<file path="src/rtl/drive_pkg.sv">
// Shared drive-command definitions: one-hot direction codes and ASCII command bytes.
package drive_pkg;

  localparam int unsigned DIR_W  = 7;
  localparam int unsigned DUTY_W = 8;
  localparam int unsigned BYTE_W = 8;

  localparam logic [DIR_W-1:0] DIR_FORWARD  = 7'b0000001;
  localparam logic [DIR_W-1:0] DIR_IDLE     = 7'b0000010;
  localparam logic [DIR_W-1:0] DIR_BACKWARD = 7'b0000100;
  localparam logic [DIR_W-1:0] DIR_LEFT     = 7'b0001000;
  localparam logic [DIR_W-1:0] DIR_RIGHT    = 7'b0010000;
  localparam logic [DIR_W-1:0] DIR_ACC      = 7'b0100000;
  localparam logic [DIR_W-1:0] DIR_DEC      = 7'b1000000;

  localparam logic [BYTE_W-1:0] CMD_FORWARD  = 8'h77;  // 'w'
  localparam logic [BYTE_W-1:0] CMD_BACKWARD = 8'h73;  // 's'
  localparam logic [BYTE_W-1:0] CMD_LEFT     = 8'h61;  // 'a'
  localparam logic [BYTE_W-1:0] CMD_RIGHT    = 8'h64;  // 'd'
  localparam logic [BYTE_W-1:0] CMD_IDLE     = 8'h20;  // ' '
  localparam logic [BYTE_W-1:0] CMD_ACC      = 8'h71;  // 'q'
  localparam logic [BYTE_W-1:0] CMD_DEC      = 8'h65;  // 'e'

  typedef enum logic [1:0] {
    RX_IDLE,
    RX_START,
    RX_DATA,
    RX_STOP
  } rx_state_e;

  // Only A..Z are folded; everything else passes through untouched.
  function automatic logic [BYTE_W-1:0] to_lower(input logic [BYTE_W-1:0] c);
    return (c >= 8'h41 && c <= 8'h5A) ? c + 8'h20 : c;
  endfunction

endpackage

</file>
<file path="src/rtl/cmd_uart_rx.sv">
// 8N1 UART receiver: 2-FF synchronizer, start-bit glitch filter, LSB-first shift, stop check.
module cmd_uart_rx
  import drive_pkg::*;
#(
  parameter int unsigned CLKS_PER_BIT = 1085
) (
  input  logic              clk_125mhz,
  input  logic              reset,
  input  logic              rx_serial,
  output logic [BYTE_W-1:0] data_byte,
  output logic              byte_stb,
  output logic              frame_err
);

  localparam int unsigned CNT_W = $clog2(CLKS_PER_BIT);
  localparam logic [CNT_W-1:0] BIT_LAST  = CNT_W'(CLKS_PER_BIT - 1);
  localparam logic [CNT_W-1:0] HALF_LAST = CNT_W'(CLKS_PER_BIT / 2 - 1);

  logic              meta_q, meta_d, sync_q, sync_d, prev_q, prev_d;
  rx_state_e         state_q, state_d;
  logic [CNT_W-1:0]  cnt_q, cnt_d;
  logic [2:0]        bit_q, bit_d;
  logic [BYTE_W-1:0] shift_q, shift_d;
  logic              stb_q, stb_d, ferr_q, ferr_d;

  always_comb begin
    meta_d  = rx_serial;
    sync_d  = meta_q;
    prev_d  = sync_q;
    state_d = state_q;
    cnt_d   = cnt_q;
    bit_d   = bit_q;
    shift_d = shift_q;
    stb_d   = 1'b0;
    ferr_d  = 1'b0;
    case (state_q)
      RX_IDLE: begin
        cnt_d = '0;
        bit_d = '0;
        // Falling edge only, so a low stop bit cannot retrigger a frame.
        if (prev_q && !sync_q) state_d = RX_START;
      end
      RX_START: begin
        if (cnt_q == HALF_LAST) begin
          cnt_d   = '0;
          state_d = sync_q ? RX_IDLE : RX_DATA;
        end else begin
          cnt_d = cnt_q + CNT_W'(1);
        end
      end
      RX_DATA: begin
        if (cnt_q == BIT_LAST) begin
          cnt_d   = '0;
          shift_d = {sync_q, shift_q[BYTE_W-1:1]};
          bit_d   = bit_q + 3'd1;
          if (bit_q == 3'd7) state_d = RX_STOP;
        end else begin
          cnt_d = cnt_q + CNT_W'(1);
        end
      end
      RX_STOP: begin
        if (cnt_q == BIT_LAST) begin
          cnt_d   = '0;
          stb_d   = sync_q;
          ferr_d  = !sync_q;
          state_d = RX_IDLE;
        end else begin
          cnt_d = cnt_q + CNT_W'(1);
        end
      end
      default: state_d = RX_IDLE;
    endcase
  end

  always_ff @(posedge clk_125mhz) begin
    if (reset) begin
      meta_q  <= 1'b1;
      sync_q  <= 1'b1;
      prev_q  <= 1'b1;
      state_q <= RX_IDLE;
      cnt_q   <= '0;
      bit_q   <= '0;
      shift_q <= '0;
      stb_q   <= 1'b0;
      ferr_q  <= 1'b0;
    end else begin
      meta_q  <= meta_d;
      sync_q  <= sync_d;
      prev_q  <= prev_d;
      state_q <= state_d;
      cnt_q   <= cnt_d;
      bit_q   <= bit_d;
      shift_q <= shift_d;
      stb_q   <= stb_d;
      ferr_q  <= ferr_d;
    end
  end

  assign data_byte = shift_q;
  assign byte_stb  = stb_q;
  assign frame_err = ferr_q;

endmodule

</file>
<file path="src/rtl/drive_cmd_rx.sv">
// UART drive-command decoder: one-hot direction, saturating PWM duty, link watchdog.
module drive_cmd_rx
  import drive_pkg::*;
#(
  parameter int unsigned CLKS_PER_BIT   = 1085,
  parameter int unsigned TIMEOUT_CYCLES = 62_500_000,
  parameter int unsigned DUTY_STEP      = 16
) (
  input  logic              clk_125mhz,
  input  logic              reset,
  input  logic              rx_serial,
  output logic [DIR_W-1:0]  direction,
  output logic [DUTY_W-1:0] duty,
  output logic              cmd_valid,
  output logic              cmd_err,
  output logic              frame_err,
  output logic              timeout
);

  localparam int unsigned WD_W = $clog2(TIMEOUT_CYCLES);
  localparam logic [WD_W-1:0] WD_LAST = WD_W'(TIMEOUT_CYCLES - 1);

  logic [BYTE_W-1:0] rx_byte, lc;
  logic              rx_stb;
  logic              dec_hit;
  logic [DIR_W-1:0]  dec_dir;
  logic [DUTY_W:0]   duty_up, duty_dn;

  logic [DIR_W-1:0]  dir_q, dir_d;
  logic [DUTY_W-1:0] duty_q, duty_d;
  logic [WD_W-1:0]   wd_q, wd_d;
  logic              valid_q, valid_d, cerr_q, cerr_d, tmo_q, tmo_d;

  cmd_uart_rx #(.CLKS_PER_BIT(CLKS_PER_BIT)) u_rx (
    .clk_125mhz (clk_125mhz),
    .reset      (reset),
    .rx_serial  (rx_serial),
    .data_byte  (rx_byte),
    .byte_stb   (rx_stb),
    .frame_err  (frame_err)
  );

  // Byte to direction lookup, case-insensitive.
  always_comb begin
    lc      = to_lower(rx_byte);
    dec_hit = 1'b1;
    dec_dir = DIR_IDLE;
    case (lc)
      CMD_FORWARD:  dec_dir = DIR_FORWARD;
      CMD_BACKWARD: dec_dir = DIR_BACKWARD;
      CMD_LEFT:     dec_dir = DIR_LEFT;
      CMD_RIGHT:    dec_dir = DIR_RIGHT;
      CMD_IDLE:     dec_dir = DIR_IDLE;
      CMD_ACC:      dec_dir = DIR_ACC;
      CMD_DEC:      dec_dir = DIR_DEC;
      default:      dec_hit = 1'b0;
    endcase
  end

  // Bit 8 of the 9-bit result flags overflow (up) or borrow (down).
  assign duty_up = {1'b0, duty_q} + 9'(DUTY_STEP);
  assign duty_dn = {1'b0, duty_q} - 9'(DUTY_STEP);

  always_comb begin
    dir_d   = dir_q;
    duty_d  = duty_q;
    wd_d    = wd_q;
    valid_d = 1'b0;
    cerr_d  = 1'b0;
    tmo_d   = 1'b0;
    if (dir_q == DIR_IDLE) begin
      wd_d = '0;
    end else if (wd_q == WD_LAST) begin
      dir_d  = DIR_IDLE;
      duty_d = '0;
      wd_d   = '0;
      tmo_d  = 1'b1;
    end else begin
      wd_d = wd_q + WD_W'(1);
    end
    // A decoded command overrides a same-cycle watchdog expiry.
    if (rx_stb) begin
      if (dec_hit) begin
        dir_d   = dec_dir;
        valid_d = 1'b1;
        wd_d    = '0;
        tmo_d   = 1'b0;
        if (lc == CMD_ACC)      duty_d = duty_up[DUTY_W] ? 8'hFF : duty_up[DUTY_W-1:0];
        else if (lc == CMD_DEC) duty_d = duty_dn[DUTY_W] ? 8'h00 : duty_dn[DUTY_W-1:0];
        else                    duty_d = duty_q;
      end else begin
        cerr_d = 1'b1;
      end
    end
  end

  always_ff @(posedge clk_125mhz) begin
    if (reset) begin
      dir_q   <= DIR_IDLE;
      duty_q  <= '0;
      wd_q    <= '0;
      valid_q <= 1'b0;
      cerr_q  <= 1'b0;
      tmo_q   <= 1'b0;
    end else begin
      dir_q   <= dir_d;
      duty_q  <= duty_d;
      wd_q    <= wd_d;
      valid_q <= valid_d;
      cerr_q  <= cerr_d;
      tmo_q   <= tmo_d;
    end
  end

  assign direction = dir_q;
  assign duty      = duty_q;
  assign cmd_valid = valid_q;
  assign cmd_err   = cerr_q;
  assign timeout   = tmo_q;

endmodule

</file>
<file path="config.mk">
export PLATFORM = sky130hd
export DESIGN_NAME = drive_cmd_rx
export DESIGN_NICKNAME = d
export VERILOG_FILES = /design/src/rtl/drive_pkg.sv /design/src/rtl/cmd_uart_rx.sv /design/src/rtl/drive_cmd_rx.sv
export SDC_FILE = /design/constraint.sdc
export NUM_CORES = 1
export LEC_CHECK = 0
export ABC_CLOCK_PERIOD_IN_PS = 6200
export CAP_MARGIN = 20
export CORE_MARGIN = 3
export CORE_UTILIZATION = 25
export DETAILED_ROUTE_END_ITERATION = 6
export GPL_TIMING_DRIVEN = 0
export PLACE_DENSITY_LB_ADDON = 0.3
export SYNTH_ARGS = -nofsm -noshare
export SYNTH_HDL_FRONTEND = slang
export SYNTH_HIERARCHICAL = 1
export SYNTH_SLANG_ARGS = --single-unit
</file>
<file path="constraint.sdc">
create_clock -name clk_125mhz -period 6.2 [get_ports clk_125mhz]
set_clock_uncertainty 0.2 [all_clocks]
set_input_delay 0.62 -clock clk_125mhz [delete_from_list [all_inputs] [get_ports clk_125mhz]]
set_output_delay 0.62 -clock clk_125mhz [all_outputs]
set_load 0.01 [all_outputs]
</file>
==> impl_metrics.yaml <==
cells_and_area:
  nets: 417
  final_cell_mix: "dfxtp_1 (73), nor2_1 (43), xor2_1 (28)"
  utilization_pct: 31.1
  syn2layout_area_growth_pct: 19.9
  diodes: 0
  final_common_cell: "dfxtp_1"
  fin_area_sq_um: 4370
  drive_gt1_share_pct: 14.9
sta:
  worst_slack_ns: 3.80
  finalSetupTns_ns: 0
  period_needed_ns: 2.40
  finalSetupViolCount: 0
  slew_headroom_pct: 53.9
  worstMarginPinSlew_ns: 0.687
  post-route-period-util_pct: 38.7
  clock.fmax_ghz: 0.416
  final_max_slew_viol_count: 0
  finalHoldViolCount: 0
  rsz0062_at_grt: "false"
drt:
  first_pass_iters: 4
  ant_nets: 0
  finalWirelength_mm: 7.07
  wire_per_inst_um: 12.0
  via_per_inst: 4.64
  route.vias.total: 2738
  drc_errors: 0
  drt-initial-drc-count: 79
min_path:
  min_to: "u_rx/prev_d$_SDFF_PP1_"
  holdCritStartpoint: "u_rx/meta_q$_SDFF_PP1_"
  whs_path_depth: 1
  hold_class: "flop to flop"
clocking:
  cts_setup_buffers: 0
  clockRootBuffer: "clkbuf_16"
  cts_buffers: 9
  clk_pin_slew_ns: 0.06
  clock_latency_ns: 0.32
  clock-sinks: 73
  cts_tree: "done"
  cts_buffer_depth: 2
  cts.htree.levels: 3
  postCtsResizedCells: 0
  hold_buffers: 0
logic_synthesis:
  synthDistinctLibCells: 67
  syn_area_per_cell_sq_um: 9.76
  synthCells: 373
  yosysWarningCount: 6
  ys.flop_type: "dfxtp_1"
  synthesis.area_sq_um: 3640
  synthesis.nets: 385
  async_reset_ff_share_pct: 0
  synth-edff-count: 0
  synth_seq_area_share_pct: 40.2
  synth_seq_cells: 73
die:
  dieWidth_um: 127
  die-area_sq_um: 16000
  core_area_sq_um: 14000
  die_h_um: 127
  num_rows: 43
  io_pins: 22
  start_util_pct: 25.9
critical_path:
  critPathKind: "flop to flop"
  path_max_fanout: 7
  critPathRequiredTime_ns: 6.22
  r2r_end: "duty[7]$_SDFFE_PP0P_"
  r2r_cells: 7
  cp-start-kind: "flop"
  r2r_start: "u_rx/data_byte[6]$_SDFFE_PP0P_"
  ff2ff_setup_slack_ns: 3.80
  timing.critical_path.arrival_ns: 2.42
  crit_path_end_kind: "flop"
placed_design:
  post_dp_cell_area_sq_um: 4080
  place_ws_ns: 3.56
  io_buffers: 21
  hpwl_mm: 5.15
  gp_congestion: 0.731
power_and_ir_drop:
  ir_drop_mv: 0.112
  p_leak_nw: 1.53
  total_power_w: 0.000983
  p_per_area_nw_per_um2: 225
grt:
  grt_pass1_wl_mm: 12.6
  grt_pass1_vias: 2680
  grt_max_degree: 12
  grt_usage_pct: 9.41
  grt_overflow: 0
  antenna_found_initial: 0
flow_run:
  drv_cap: 0
outcome:
  status: "finished, final reports clean"
[cell usage after synthesis (6+ instances only)]
| library cell | instances | area [sq um] |
|---|---|---|
| dfxtp_1 | 73 | 1460 |
| nor2_1 | 43 | 161 |
| xor2_1 | 28 | 245 |
| nand3_1 | 18 | 90.1 |
| nor2_4 | 18 | 203 |
| nand2_1 | 13 | 48.8 |
| nand4_1 | 13 | 81.3 |
| mux2i_1 | 11 | 110 |
| and3_1 | 10 | 62.6 |
| ha_1 | 9 | 113 |
| a21oi_1 | 8 | 40.0 |
| inv_1 | 8 | 30.0 |
| nand2b_1 | 8 | 50.1 |
| a21o_1 | 7 | 52.6 |
| clkbuf_1 | 7 | 26.3 |
| nor2b_1 | 7 | 43.8 |
| o21ai_0 | 6 | 30.0 |
| xnor2_1 | 6 | 52.6 |
[report_power, final]
part | leakage (nW) | internal [W] | switching [W] | total [W]
sequential | 0.588 | 0.000470 | 0.000000642 | 0.000471
combinational | 0.798 | 0.00000422 | 0.00000598 | 0.0000102
clock | 0.144 | 0.000321 | 0.000180 | 0.000501
total | 1.53 | 0.000796 | 0.000187 | 0.000983
[worst max-delay path, cell delays in order, from the launching register on]
cell       delay [ns]
dfxtp_1          0.41
ha_1             0.26
and4bb_1         0.20
a21boi_2         0.18
o2111ai_1        0.51
nor2_1           0.15
a22o_1           0.23
a21o_1           0.17
[routing by layer]
metal	wire length [um]	track usage, %	vias up
met5	0	0	-
met4	65	2.65	0
met3	288	2.99	4
met2	3260	15.2	38
met1	3450	12.1	1314
li1	-	-	1382
[layout make-up]
type                            count  area, sq um
Timing Repair Buffer               21          210
Fill cell                        1443         9680
Clock buffer                       13          250
Sequential cell                    73         1460
Tap cell                          180          225
Multi-Input combinational cell    277         2030
Buffer                             15          115
Clock inverter                      3         40.0
Inverter                            8         30.0
[state kept, by name, summed over array words and instances (netlist names), named ones only]
| name | count |
|---|---|
| u_rx/bit_q | 3 |
| direction | 7 |
| u_rx/cnt_q | 11 |
| cmd_valid | 1 |
| u_rx/prev_d | 1 |
| wd_q | 26 |
| u_rx/state_q | 1 |
| duty | 8 |
| u_rx/byte_stb | 1 |
| u_rx/frame_err | 1 |
| cmd_err | 1 |
| timeout | 1 |
| u_rx/meta_q | 1 |
| u_rx/prev_q | 1 |
| u_rx/data_byte | 8 |
[stage by stage]
stage | hold slack (ns) | std cells
floorplan | 0.189 | 373
detailed placement | 0.194 | 574
finish | 0.206 | 590
global placement | 0.192 | 574
global route | 0.226 | 590
CTS | 0.207 | 590
[cell families after synthesis]
| family | count (synthesis) | synth area share, % |
|---|---|---|
| mux | 12 | 3.64 |
| compound gates | 49 | 10.1 |
| fa+ha+maj | 9 | 3.09 |
| flops | 73 | 40.2 |
| buf+inv | 23 | 3.99 |
| xor+xnor | 34 | 8.18 |
| simple gates | 173 | 30.8 |
[how the worst max path moves through the flow]
stage                     slack (ns)                       to  cells after the start                           start
after floorplan                 4.06       wd_q[2]$_SDFF_PP0_                      9  u_rx/data_byte[6]$_SDFFE_PP0P_
after global placement          3.56  direction[0]$_SDFF_PP0_                      4                           reset
after detailed placement        3.56  direction[0]$_SDFF_PP0_                      4                           reset
after CTS                       3.76     duty[7]$_SDFFE_PP0P_                      7  u_rx/data_byte[6]$_SDFFE_PP0P_
after global routing            3.58     duty[7]$_SDFFE_PP0P_                      7  u_rx/data_byte[6]$_SDFFE_PP0P_
final                           3.80     duty[7]$_SDFFE_PP0P_                      7  u_rx/data_byte[6]$_SDFFE_PP0P_
Power figures use the tool's default switching activity.
